## src/rtl/rr_mux_arb.sv

```systemverilog
// rr_mux_arb: N_CH-to-1 valid/ready arbiter with a registered 1-entry output stage.
// Ports: clk, rst (async high); in_data_i/in_valid_i/in_ready_o per channel;
// out_data_o/out_sel_o/out_valid_o with out_ready_i downstream.
// MODE 0 = fixed priority (lowest index wins), MODE 1 = round-robin from ptr.
module rr_mux_arb #(
    parameter int DATA_WIDTH = 32,
    parameter int N_CH       = 4,
    parameter int MODE       = 1
) (
    input  logic                       clk,
    input  logic                       rst,
    input  logic [N_CH*DATA_WIDTH-1:0] in_data_i,
    input  logic [N_CH-1:0]            in_valid_i,
    output logic [N_CH-1:0]            in_ready_o,
    output logic [DATA_WIDTH-1:0]      out_data_o,
    output logic [((N_CH > 1) ? $clog2(N_CH) : 1)-1:0] out_sel_o,
    output logic                       out_valid_o,
    input  logic                       out_ready_i
);
    localparam int SEL_W = (N_CH > 1) ? $clog2(N_CH) : 1;

    typedef enum logic {
        EMPTY = 1'b0,
        FULL  = 1'b1
    } state_t;

    state_t                state_q, state_d;
    logic [DATA_WIDTH-1:0] data_q, data_d;
    logic [SEL_W-1:0]      sel_q, sel_d;
    logic [SEL_W-1:0]      ptr_q, ptr_d;

    logic [N_CH-1:0]       masked;
    logic [N_CH-1:0]       grant;
    logic [SEL_W-1:0]      m_idx, f_idx, gnt_idx;
    logic                  m_any, f_any;
    logic [DATA_WIDTH-1:0] gnt_data;
    logic                  can_load;
    logic                  xfer;

    // Two lowest-index searches: one over channels at or above ptr, one
    // over all channels. The unmasked result is the wrap-around fallback.
    always_comb begin
        masked = '0;
        m_any  = 1'b0;
        m_idx  = '0;
        f_any  = 1'b0;
        f_idx  = '0;
        for (int i = N_CH - 1; i >= 0; i--) begin
            masked[i] = in_valid_i[i] && (SEL_W'(i) >= ptr_q);
            if (masked[i]) begin
                m_any = 1'b1;
                m_idx = SEL_W'(i);
            end
            if (in_valid_i[i]) begin
                f_any = 1'b1;
                f_idx = SEL_W'(i);
            end
        end
    end

    // One-hot grant and the matching data word.
    always_comb begin
        gnt_idx  = m_any ? m_idx : f_idx;
        grant    = '0;
        gnt_data = '0;
        for (int i = 0; i < N_CH; i++) begin
            if (f_any && (gnt_idx == SEL_W'(i))) begin
                grant[i] = 1'b1;
                gnt_data = in_data_i[i*DATA_WIDTH +: DATA_WIDTH];
            end
        end
    end

    assign can_load   = (state_q == EMPTY) || (out_ready_i && out_valid_o);
    assign xfer       = can_load && f_any && !rst;
    assign in_ready_o = (can_load && !rst) ? grant : '0;

    always_comb begin
        state_d = state_q;
        data_d  = data_q;
        sel_d   = sel_q;
        ptr_d   = ptr_q;
        if (xfer) begin
            state_d = FULL;
            data_d  = gnt_data;
            sel_d   = gnt_idx;
            // Explicit wrap keeps ptr below N_CH for non-power-of-2 sizes.
            if (gnt_idx == SEL_W'(N_CH - 1)) begin
                ptr_d = '0;
            end else begin
                ptr_d = gnt_idx + SEL_W'(1);
            end
        end else if (state_q == FULL && out_ready_i) begin
            state_d = EMPTY;
        end
        if (MODE != 1) begin
            ptr_d = '0;
        end
    end

    always_ff @(posedge clk or posedge rst) begin
        if (rst) begin
            state_q <= EMPTY;
            data_q  <= '0;
            sel_q   <= '0;
            ptr_q   <= '0;
        end else begin
            state_q <= state_d;
            data_q  <= data_d;
            sel_q   <= sel_d;
            ptr_q   <= ptr_d;
        end
    end

    assign out_valid_o = (state_q == FULL);
    assign out_data_o  = data_q;
    assign out_sel_o   = sel_q;
endmodule

```

## config.mk

```make
export PLATFORM = sky130hd
export DESIGN_NAME = rr_mux_arb
export DESIGN_NICKNAME = d
export VERILOG_FILES = /design/src/rtl/rr_mux_arb.sv
export SDC_FILE = /design/constraint.sdc
export NUM_CORES = 1
export LEC_CHECK = 0
export BUFFER_PORTS_ARGS = -buffer_cell sky130_fd_sc_hd__buf_2
export CORE_ASPECT_RATIO = 1.4
export CORE_MARGIN = 2
export CORE_UTILIZATION = 43
export DETAILED_ROUTE_END_ITERATION = 6
export PLACE_DENSITY = 0.83
export RECOVER_POWER = 25
export SLEW_MARGIN = 0
export SYNTH_ARGS = -nofsm -noshare
export SYNTH_HDL_FRONTEND = slang
export SYNTH_SLANG_ARGS = --single-unit
```

## constraint.sdc

```tcl
create_clock -name clk -period 2.3 [get_ports clk]
set_input_delay 0 -clock clk [delete_from_list [all_inputs] [get_ports clk]]
set_output_delay 0 -clock clk [all_outputs]
set_load 0.005 [all_outputs]
```

Word-level counts from Yosys, hierarchy flattened
Index checks and enable logic that the tools add are counted.

storage, ports and cells
  register bits = 37
  input port bits = 135
  output and inout port bits = 39
  word-level logic and storage cells = 58

operators by class
  add/sub/neg operators = 1
  magnitude comparators = 4
  eq/ne operators = 3
  mux-type cells = 29
  bitwise logic cells = 1
  reductions and logical operators = 16

operators by type and width
  operator                                                              count
  32-bit 2-to-1 mux                                                     4
  2-bit 2-to-1 mux                                                      10
  1-bit 2-to-1 mux                                                      14
  1-bit logical AND                                                     12
  2-bit == test, second input constant                                  2
  1-bit by 2-bit >= comparator with 1-bit output, first input constant  2
  2-bit >= comparator, first input constant                             2
  4-bit 2-to-1 mux                                                      1
  2-bit by 1-bit adder with 2-bit output, second input constant         1
  2-bit by 1-bit == test with 1-bit output, second input constant       1
  2-bit zero test                                                       1
  2-bit nonzero test                                                    1
  1-bit zero test                                                       1
  1-bit logical OR                                                      1
  1-bit inverter                                                        1

Logic depth before layout (Yosys ltp)
Gate-level depths: netlist of the first run.

  depth in word-level cells = 13
  gate-level depth with buffers = 11
  gate-level depth less buffers = 9

Worst setup path after synthesis of the first run
OpenSTA, ideal clock, no wires.

  path type = register to register
  from = register ptr_q[1]
  to = register data_q[17] (netlist: out_data_o[17])
  library setup time = 86 ps
  data arrival time = 2033 ps
  required time = 2214 ps
  path slack = 181 ps
  stages on the path, launching flop included = 10
  path buffers = 2
  period minus slack after synthesis = 2119 ps
  path through = dfrtp_1 a21oi_1 o32ai_1 ha_1 clkbuf_1 buf_1 a21oi_1 o21ai_0 o21ai_0 o221ai_2

on the way
  word-level cells in the longest chain between the ends = 13
  elaborated cells on any way between the ends = 29
  those cells by class = 4 x order compare; 3 x eq/ne; 13 x mux; 9 x reduce/logical

ends and longest elaborated chain
  what                                                                       line  RTL
  start: declaration                                                         30    logic [SEL_W-1:0] ptr_q, ptr_d;
  start signal: assignment                                                   111   ptr_q <= ptr_d;
  2-bit >= comparator                                                        49    masked[i] = in_valid_i[i] && (SEL_W'(i) >= ptr_q);
  1-bit logical AND                                                          49
  2-bit 2-to-1 mux / 1-bit 2-to-1 mux (equally long branches) (4 in series)  50    if (masked[i]) begin
  2-bit 2-to-1 mux (*)                                                       63    gnt_idx = m_any ? m_idx : f_idx;
  2-bit zero test                                                            67    if (f_any && (gnt_idx == SEL_W'(i))) begin
  1-bit logical AND                                                          67
  32-bit 2-to-1 mux (3 in series)                                            67
  32-bit 2-to-1 mux (*)                                                      67
  end signal: assignment                                                     109   data_q <= data_d;
  end: declaration                                                           28    logic [DATA_WIDTH-1:0] data_q, data_d;

Every way passes the cells marked *; elsewhere a longest branch is shown, timed or not.
A chain may end at the register's enable or synchronous reset.

Worst setup path in the final report of the first run
  from = register ptr_q[0]
  to = register data_q[12] (netlist: out_data_o[12])

on the way
  word-level cells in the longest chain between the ends = 13
  elaborated cells on any way between the ends = 29
  those cells by class = 4 x order compare; 3 x eq/ne; 13 x mux; 9 x reduce/logical

ends and longest elaborated chain
  what                                                                       line  RTL
  2-bit >= comparator                                                        49
  1-bit logical AND                                                          49
  2-bit 2-to-1 mux / 1-bit 2-to-1 mux (equally long branches) (4 in series)  50
  2-bit 2-to-1 mux (*)                                                       63
  via gnt_idx[0]                                                             34    logic [SEL_W-1:0] m_idx, f_idx, gnt_idx;
  2-bit zero test                                                            67
  1-bit logical AND                                                          67
  32-bit 2-to-1 mux (3 in series)                                            67
  32-bit 2-to-1 mux (*)                                                      67

Mark *: on every way through the listed nets, which the timed path passes. The rest lies on a longest branch.

==> impl_metrics.env, run 1 <==
export IMPL_finalSetupTns_ps=0
export IMPL_grt_use_total_pct=26.05
export IMPL_num_vias=3151
export IMPL_max_cap_violations=0
export IMPL_syn_avg_cell_area_um2=7.944
export IMPL_final_max_slew_viol_count=0
export IMPL_layout_common_cells="161 x buf_2, 98 x nand2_1, 65 x o21ai_0"
export IMPL_pin_count=174
export IMPL_synth_nets=471
export IMPL_grt_max_degree=75
export IMPL_cts_root_buf="clkbuf_8"
export IMPL_firstDrtPassIters=4
export IMPL_setup_slack_ps=171.7
export IMPL_overflow=0
export IMPL_yosysTopAreaCellShare_pct=35.10
export IMPL_die_w_um=70.19
export IMPL_final_layout_size_suffix_gt1_share_pct=42.49
export IMPL_cp_end_kind="flop"
export IMPL_port_buffers=173
export IMPL_fin_crit_ps=2128
export IMPL_ys_seq_elements=37
export IMPL_die_height_um=96.67
export IMPL_yosysSeqAreaShare_pct=35.10
export IMPL_hold_class="primary input to flop"
export IMPL_dieArea_um2=6785
export IMPL_clk_path_buf_depth=2
export IMPL_leakagePower_nw=1.770
export IMPL_worst_path_max_fanout=24
export IMPL_dp_hpwl_um=6287
export IMPL_grt_pass1_vias=3211
export IMPL_pre_cts_ws_ps=-11.95
export IMPL_cts_buffers=5
export IMPL_htreeDepth=2
export IMPL_cts_sinks=37
export IMPL_syn_to_final_growth_pct=42.65
export IMPL_globalplace_congestion=0.8748
export IMPL_relSlewSlack_pct=66.76
export IMPL_rsz0062_at_grt="no"
export IMPL_ir_drop_uv=740.0
export IMPL_outcome="completed"
export IMPL_cts_tree="built"
export IMPL_hold_ws_ps=3.613
export IMPL_path_class="flop to flop"
export IMPL_remaining_drc_errors=0
export IMPL_worst_slew_pin_slew_ps=498.6
export IMPL_fmax_ghz=0.4699
export IMPL_post_drt_wl_per_cell_um=15.60
export IMPL_initial_core_util_pct=44.67
export IMPL_num_rows=33
export IMPL_final_nets=644
export IMPL_drt_iter0_markers=226
export IMPL_placed_cell_area_um2=3515
export IMPL_dp_cells=554
export IMPL_path_clk_slew_ps=80
export IMPL_ys_types=26
export IMPL_netlist_area_um2=2638
export IMPL_final_common_cell="buf_2"
export IMPL_totalWireLength_um=8983
export IMPL_grt_pass1_wl_um=14520
export IMPL_core_um2=5904
export IMPL_finalCritPeriodShare_pct=92.54
export IMPL_synth_top_cells_by_area="dfrtp_1 35%, nand2_1 14%, o21ai_0 13%"
export IMPL_insertion_delay_ps=280
export IMPL_antenna_found_initial=0
export IMPL_cp_arrival_ps=2330
export IMPL_synth_largest_area_cell="dfrtp_1"
export IMPL_total_power_mw=3.911
export IMPL_instances_no_fill=576
export IMPL_powerDensity_nw_per_um2=1039
export IMPL_fin_area_um2=3762
export IMPL_crit_required_ps=2500
export IMPL_yosys_warnings=0
export IMPL_utilization_pct=63.72
export IMPL_synthCells=332
export IMPL_vias_per_cell=5.470
export IMPL_finalSetupViolations=0
export IMPL_skew_ps=5.308
export IMPL_finalHoldViolCount=0
export IMPL_cp_start_kind="flop"
export IMPL_ant_nets=0
export IMPL_antenna_cells=0
==> registers in the layout, indices dropped and copies added, names as in the netlist <==
signal and flops:
out_data_o 32, out_sel_o 2, ptr_q 2, out_valid_o 1
==> report_power, final <==
group          switching, mW  total (mW)  internal (mW)
clock network          0.234       0.505          0.271
registers              0.161        1.09          0.932
logic                   1.33        2.31          0.983
total                   1.73        3.91           2.19
==> cell type report <==
| type | count | area (um2) |
|---|---|---|
| Sequential cell | 37 | 925.9 |
| Multi-Input combinational cell | 256 | 1514 |
| Clock buffer | 7 | 96.34 |
| Tap cell | 70 | 87.58 |
| Clock inverter | 1 | 5.005 |
| Inverter | 6 | 22.52 |
| Fill cell | 513 | 2142 |
| Timing Repair Buffer | 199 | 1111 |
==> Yosys cell counts <==
cell,n
and2_4,1
a21oi_1,33
nand3_2,1
dfrtp_1,37
buf_1,3
o32ai_1,1
nor2_1,4
o221ai_2,21
or4_4,1
buf_2,8
o22ai_1,1
nand2_1,99
ha_1,4
buf_4,2
mux2_2,2
inv_1,6
buf_6,8
or2_1,1
o21ai_0,66
nor2b_1,4
o221ai_1,11
nand2b_1,2
clkbuf_1,12
a21bo_2,1
clkbuf_4,1
nor3b_1,2
==> critical path: stages, from the launching register on <==
cell	delay, ps
dfrtp_1	400
nor2b_1	190
nor3b_1	90
o22ai_2	220
inv_1	110
ha_1	250
or2_2	320
buf_4	250
o221ai_1	210
==> path summary, 6_finish.rpt <==
check,start,end,slack (ps),depth (start not counted)
setup / recovery,ptr_q[0],out_data_o[12],170,8
hold / removal,in_data_i[111],out_data_o[15],4,3
setup reg to reg,ptr_q[0],out_data_o[12],170,8
hold reg to reg,out_data_o[13],out_data_o[13],490,2
max in group asynchronous,rst,out_data_o[31],1490,4
min in group asynchronous,rst,out_data_o[12],460,4
==> cells by family after synthesis <==
family                   synth area share, %
AO/OA/AOI/OAI                          35.34
adder cells (fa/ha/maj)                1.898
buffers and inverters                  8.776
flip-flops                             35.10
multiplexers                          0.8538
AND/OR/NAND/NOR                        18.03
==> per-layer routing <==
layer	track usage (%)	vias to the layer above	wire, um
met2	46.08	148	4805
met5	0	-	0
met4	11.69	0	187
met3	4.583	16	580
met1	30.21	1467	3411
li1	-	1520	-
==> repair_timing <==
item,in CTS,in global routing
endpoints found under the hold margin,48,1
setup endpoints to repair,1,28
gates cloned,0,1
pin swaps,0,1
hold buffers,12,1
gates resized for setup,1,5
buffers inserted,0,0
(Power assumes the default switching activity.)
==> run 2, diff against run 1 <==
- ABC_AREA: default -> 1
- CORE_UTILIZATION: 43 -> 45
- CTS_CLUSTER_SIZE: default -> 10
- PLACE_DENSITY: 0.83 -> 0.8
==> run 2 against run 1 <==
Compared with the run above: clock power decreased by 9.3%; flip-flop and latch count did not move; largest power group unchanged; first-iteration DRC count grew 38%; clock skew is 4.2 ps higher.
==> impl_metrics.env, run 2 <==
export IMPL_outcome="completed"
export IMPL_skew_ps=9.549
export IMPL_vias_per_cell=4.818
export IMPL_regArea_um2=925.9
export IMPL_cts_sinks=37
export IMPL_rsz0062_at_grt="no"
export IMPL_insertion_delay_ps=280
export IMPL_final_layout_size_suffix_gt1_share_pct=24.64
export IMPL_cts_root_buf="clkbuf_8"
export IMPL_clk_path_buf_depth=2
export IMPL_dieArea_um2=8282
export IMPL_nFillCells=762
export IMPL_num_rows=37
export IMPL_layout_common_cells="244 x nand2_1, 162 x buf_2, 99 x nand3_1"
export IMPL_final_max_slew_viol_count=0
export IMPL_leakagePower_nw=2.962
export IMPL_htreeDepth=2
export IMPL_grt_max_degree=56
export IMPL_cts_resized=0
export IMPL_yosysTopAreaCellShare_pct=27.22
export IMPL_synth_common_cells="244 x nand2_1, 99 x nand3_1, 88 x inv_1, 41 x nor2_1, 37 x dfrtp_1"
export IMPL_largest_reg_flops=32
export IMPL_hold_class="primary input to flop"
export IMPL_die_w_um=77.49
export IMPL_finalSetupTns_ps=0
export IMPL_relSlewSlack_pct=55.63
export IMPL_synth_most_common_cell="nand2_1"
export IMPL_synth_simple_area_share_pct=47.33
export IMPL_async_flop_share_pct=100.0
export IMPL_fin_crit_ps=2112
export IMPL_yosys_most_used_dff="dfrtp_1"
export IMPL_synthCells=612
export IMPL_synth_top_family_by_area="simple AND/OR/NAND/NOR gates"
export IMPL_ys_seq_elements=37
export IMPL_antenna_cells=0
export IMPL_dp_hpwl_um=7749
export IMPL_synth_nets=751
export IMPL_yosysSeqAreaShare_pct=27.22
export IMPL_hold_depth=5
export IMPL_drt_iter0_markers=312
export IMPL_crit_required_ps=2300
export IMPL_synthAdderAreaFrac_pct=1.471
export IMPL_synth_top_cells_by_area="dfrtp_1 27%, nand2_1 27%, nand3_1 15%"
export IMPL_core_um2=7361
export IMPL_cp_arrival_ps=2110
export IMPL_synth_edf_count=0
export IMPL_cts_buffers=5
export IMPL_ir_drop_uv=461.0
export IMPL_syn_to_final_growth_pct=29.61
export IMPL_muxShareOfSynthArea_pct=0
export IMPL_powerDensity_nw_per_um2=937.3
export IMPL_multi_input_area_um2=1854
export IMPL_overflow=0
export IMPL_grt_use_total_pct=25.08
export IMPL_port_buffers=173
export IMPL_grt_pass1_wl_um=16910
export IMPL_worstHoldStart="in_data_i[114]"
export IMPL_reg2reg_from="ptr_q[1]"
export IMPL_ys_types=21
export IMPL_regToRegSetupSlack_ps=220
export IMPL_synth_largest_area_cell="dfrtp_1"
export IMPL_worst_slew_pin_slew_ps=664.5
export IMPL_post_drt_wl_per_cell_um=12.10
export IMPL_cp_start_kind="flop"
export IMPL_pin_count=174
export IMPL_finalSetupViolations=0
export IMPL_netlist_area_um2=3402
export IMPL_cts_hold_buf=2
export IMPL_syn_avg_cell_area_um2=5.559
export IMPL_reg2reg_depth=14
export IMPL_path_clk_slew_ps=80
export IMPL_die_height_um=106.9
export IMPL_hold_ws_ps=29.59
export IMPL_totalWireLength_um=10450
export IMPL_whs_endpoint="out_data_o[18]"
export IMPL_final_nets=906
export IMPL_dp_cells=855
export IMPL_cp_end_kind="primary output"
export IMPL_instances_no_fill=864
export IMPL_reg2reg_to="out_data_o[11]"
export IMPL_grt_pass1_vias=3815
export IMPL_max_cap_violations=0
export IMPL_finalCritPeriodShare_pct=91.82
export IMPL_worst_path_max_fanout=33
export IMPL_yosys_warnings=0
export IMPL_remaining_drc_errors=0
export IMPL_finalHoldViolCount=0
export IMPL_globalplace_congestion=0.9343
export IMPL_fmax_ghz=0.4735
export IMPL_firstDrtPassIters=4
export IMPL_ant_nets=0
export IMPL_synth_compound_area_share_pct=5.627
export IMPL_antenna_found_initial=0
export IMPL_final_common_cell="nand2_1"
export IMPL_post_cts_buffers=0
export IMPL_num_vias=4163
export IMPL_cts_tree="built"
export IMPL_synth_xor_area_share_pct=0
export IMPL_path_class="flop to primary output"
export IMPL_initial_core_util_pct=46.22
run 2: area by class of cell:
cell class,instances,area share [%]
Inverter,105,8.939
Sequential cell,37,21.00
Timing Repair Buffer,189,23.30
Multi-Input combinational cell,429,42.05
Tap cell,97,2.753
Clock buffer,7,1.958
run 2: how the worst max path moves through the flow:
stage / start / slack [ps] / depth (start not counted) / endpoint
2_1_floorplan: ptr_q[1] / 260 / 15 / out_data_o[14]
5_1_grt: ptr_q[0] / 20 / 10 / in_ready_o[3]
3_5_place_dp: ptr_q[1] / 240 / 14 / out_data_o[0]
4_1_cts: ptr_q[0] / 190 / 10 / in_ready_o[1]
3_3_place_gp: ptr_q[0] / 340 / 14 / out_data_o[8]
6_report: ptr_q[1] / 190 / 10 / in_ready_o[1]
run 2: kinds of logic after synthesis:
group	count (synthesis)
and+or+nand+nor	389
buffers and inverters	146
DFF	37
AOI/OAI and AO/OA	36
adders and majority gates	4
run 2: critical path, cell delays in order, from the launching register on:
cell and delay (ps):
dfrtp_1 400, nor3_1 330, nor2_1 90, nand2_1 90
nand2_1 110, inv_1 100, ha_2 240, buf_12 190
nand2_1 70, nor2_1 100, buf_2 120
run 2: layer usage:
| metal | vias to the layer above | part of all wire (%) | global-route usage [%] |
|---|---|---|---|
| met1 | 1842 | 40 | 29.95 |
| met4 | 0 | 3.2 | 10.84 |
| met5 | - | 0 | 0 |
| li1 | 2145 | - | - |
| met2 | 150 | 52 | 45.40 |
| met3 | 26 | 5.0 | 2.441 |
run 2: power breakdown:
part / total [mW] / switching, mW / internal, mW
Sequential: 1.15 / 0.180 / 0.968
Clock: 0.458 / 0.220 / 0.238
Combinational: 2.53 / 1.49 / 1.03
Total: 4.13 / 1.89 / 2.24
run 2: metrics by stage:
step                cell area [um2]  setup WS, ps  utilization, %  power, mW
floorplan                      3402         255.0               -      2.856
global placement               4317         344.0           58.64      3.636
detailed placement             4317         243.3           58.64      3.700
CTS                            4423         185.5           60.09      4.185
global route                   4409         17.24           59.90      4.586
finish                         4409         188.1           59.90      4.133
==> run 3, diff against run 2 <==
- CAP_MARGIN: default -> 20
- PLACE_DENSITY: 0.8 -> 0.79
==> run 3 against run 2 <==
Compared with the run above: hold slack lost 2.3 ps; first-iteration DRC count increased by 11%; clock power barely moved; utilization about the same; routed wire length up 0.87%; non-clock buffer count fell by 1; power rose by 0.19%; critical endpoint is now in_ready_o[3]; largest power group unchanged.
==> impl_metrics.env, run 3 (synthesis results as in run 2) <==
export IMPL_overflow=0
export IMPL_dieArea_um2=8282
export IMPL_fin_area_um2=4412
export IMPL_crit_slowest_cell="dfrtp_1"
export IMPL_cts_root_buf="clkbuf_8"
export IMPL_num_rows=37
export IMPL_pin_count=174
export IMPL_path_class="flop to primary output"
export IMPL_powerDensity_nw_per_um2=938.5
export IMPL_switching_power_mw=1.904
export IMPL_endpoint="in_ready_o[3]"
export IMPL_largest_reg_flops=32
export IMPL_p_seq_share_pct=27.9
export IMPL_htreeDepth=2
export IMPL_worst_slew_pin_slew_ps=658.2
export IMPL_grt_pass1_vias=3868
export IMPL_startpoint="ptr_q[0]"
export IMPL_max_cap_violations=0
export IMPL_vias_per_cell=4.838
export IMPL_post_drt_wl_per_cell_um=12.20
export IMPL_rsz0062_at_grt="no"
export IMPL_leakagePower_nw=2.967
export IMPL_grt_use_total_pct=25.60
export IMPL_nFillCells=731
export IMPL_finalCritPeriodShare_pct=90.37
export IMPL_relSlewSlack_pct=56.05
export IMPL_ant_nets=0
export IMPL_internal_power_mw=2.237
export IMPL_ir_drop_uv=409.7
export IMPL_multi_input_area_um2=1859
export IMPL_reg2reg_from="ptr_q[1]"
export IMPL_power_switching_share_pct=45.98
export IMPL_worst_path_most_repeated_cell="nand2_1"
export IMPL_port_buffers=173
export IMPL_final_max_slew_viol_count=0
export IMPL_hold_class="primary input to flop"
export IMPL_syn_to_final_growth_pct=29.68
export IMPL_placed_cell_area_um2=4309
export IMPL_final_nets=905
export IMPL_outcome="completed"
export IMPL_p_comb_share_pct=61.1
export IMPL_cts_sinks=37
export IMPL_grt_max_degree=53
export IMPL_totalWireLength_um=10540
export IMPL_worst_path_max_fanout=26
export IMPL_clk_path_buf_depth=2
export IMPL_skew_ps=7.571
export IMPL_core_um2=7361
export IMPL_cp_arrival_ps=2080
export IMPL_reg2reg_depth=16
export IMPL_globalplace_congestion=0.9619
export IMPL_finalHoldViolCount=0
export IMPL_final_layout_size_suffix_gt1_share_pct=24.93
export IMPL_cts_tree="built"
export IMPL_num_vias=4180
export IMPL_die_w_um=77.49
export IMPL_finalSetupViolations=0
export IMPL_hold_ws_ps=27.28
export IMPL_fmax_ghz=0.4811
export IMPL_remaining_drc_errors=0
export IMPL_firstDrtPassIters=5
export IMPL_grt_pass1_wl_um=17330
export IMPL_crit_chain="nand2_1, nand2_1, nand3_1, nor2_1, nand2_1, nand2_1, inv_1, ha_1, nand2_2, buf_4, nor2_1, buf_2"
export IMPL_total_power_mw=4.141
export IMPL_regToRegSetupSlack_ps=250
export IMPL_drt_iter0_markers=347
export IMPL_fin_crit_ps=2079
export IMPL_path_clk_slew_ps=70
export IMPL_crit_path_max_incr_delay_ps=390
export IMPL_final_common_cell="nand2_1"
export IMPL_insertion_delay_ps=280
export IMPL_cp_start_kind="flop"
export IMPL_regArea_um2=925.9
export IMPL_die_height_um=106.9
export IMPL_dp_hpwl_um=7858
export IMPL_finalSetupTns_ps=0
export IMPL_clock_power_share_pct=11.1
export IMPL_antenna_found_initial=1
export IMPL_crit_required_ps=2300
export IMPL_layout_common_cells="244 x nand2_1, 164 x buf_2, 99 x nand3_1"
export IMPL_reg2reg_to="out_data_o[23]"
export IMPL_initial_core_util_pct=46.22
export IMPL_cp_end_kind="primary output"
export IMPL_cts_buffers=5
run 3: cell types whose count changed in the layout (fill, tap and decap cells not counted):
cell / delta
diode_2: +1
clkbuf_1: -2
buf_4: -1
nor3_2: +1
buf_2: +2
nor3_1: -1
run 3: per-stage QoR:
stage / utilization [%] / std cells / setup slack [ps]
6_report: 59.94 / 864 / 221.5
5_1_grt: 59.94 / 864 / 15.04
2_1_floorplan: - / 612 / 255.0
3_3_place_gp: 58.54 / 854 / 339.7
3_5_place_dp: 58.54 / 854 / 197.3
4_1_cts: 59.99 / 863 / 159.1
run 3: area by class of cell:
type,instances,share of cell area [%]
clock buffer,7,1.957
antenna,1,0.05672
tap,97,2.751
timing repair buffer,188,23.17
sequential,37,20.99
inverter,105,8.934
multi-input combinational,429,42.14
run 3: worst min-delay path by stage:
stage | start | to | slack, ps | depth (start not counted)
after global placement | rst | out_valid_o | 190 | 3
after global routing | in_data_i[109] | out_data_o[13] | 50 | 5
after detailed placement | rst | out_valid_o | 190 | 3
after floorplan | out_ready_i | out_valid_o | 170 | 3
after CTS | in_data_i[108] | out_data_o[12] | 20 | 5
final | in_data_i[109] | out_data_o[13] | 30 | 5
run 3: power by group through the flow:
stage	Clock, mW	Combinational, mW	Sequential, mW
floorplan	0	1.69	1.17
global placement	0	2.48	1.14
detailed placement	0	2.55	1.15
CTS	0.477	2.56	1.14
global route	0.504	2.92	1.19
finish	0.458	2.53	1.15
run 3: repair_timing:
item                       in CTS  in global routing
gates resized for setup         0                  1
hold buffers                    2                  0
hold endpoints to repair       38                  0
buffers inserted                0                  0
setup endpoints to repair       0                 24
run 3: worst max-delay path, delay by kind of cell, from the launching register on:
kind                     cells  cell delay, ps
AND/OR/NAND/NOR              8             720
adder cells (fa/ha/maj)      1             210
flip-flops                   1             390
buffers and inverters        3             480
run 3: routing by layer:
| layer | share of wire, % | wire length, um | GRT usage [%] | up-vias |
|---|---|---|---|---|
| met5 | 0 | 0 | 0 | - |
| met4 | 2.8 | 291 | 10.59 | 0 |
| met3 | 5.2 | 550 | 2.778 | 22 |
| met2 | 52 | 5493 | 46.46 | 159 |
| met1 | 40 | 4208 | 30.47 | 1860 |
| li1 | - | - | - | 2139 |
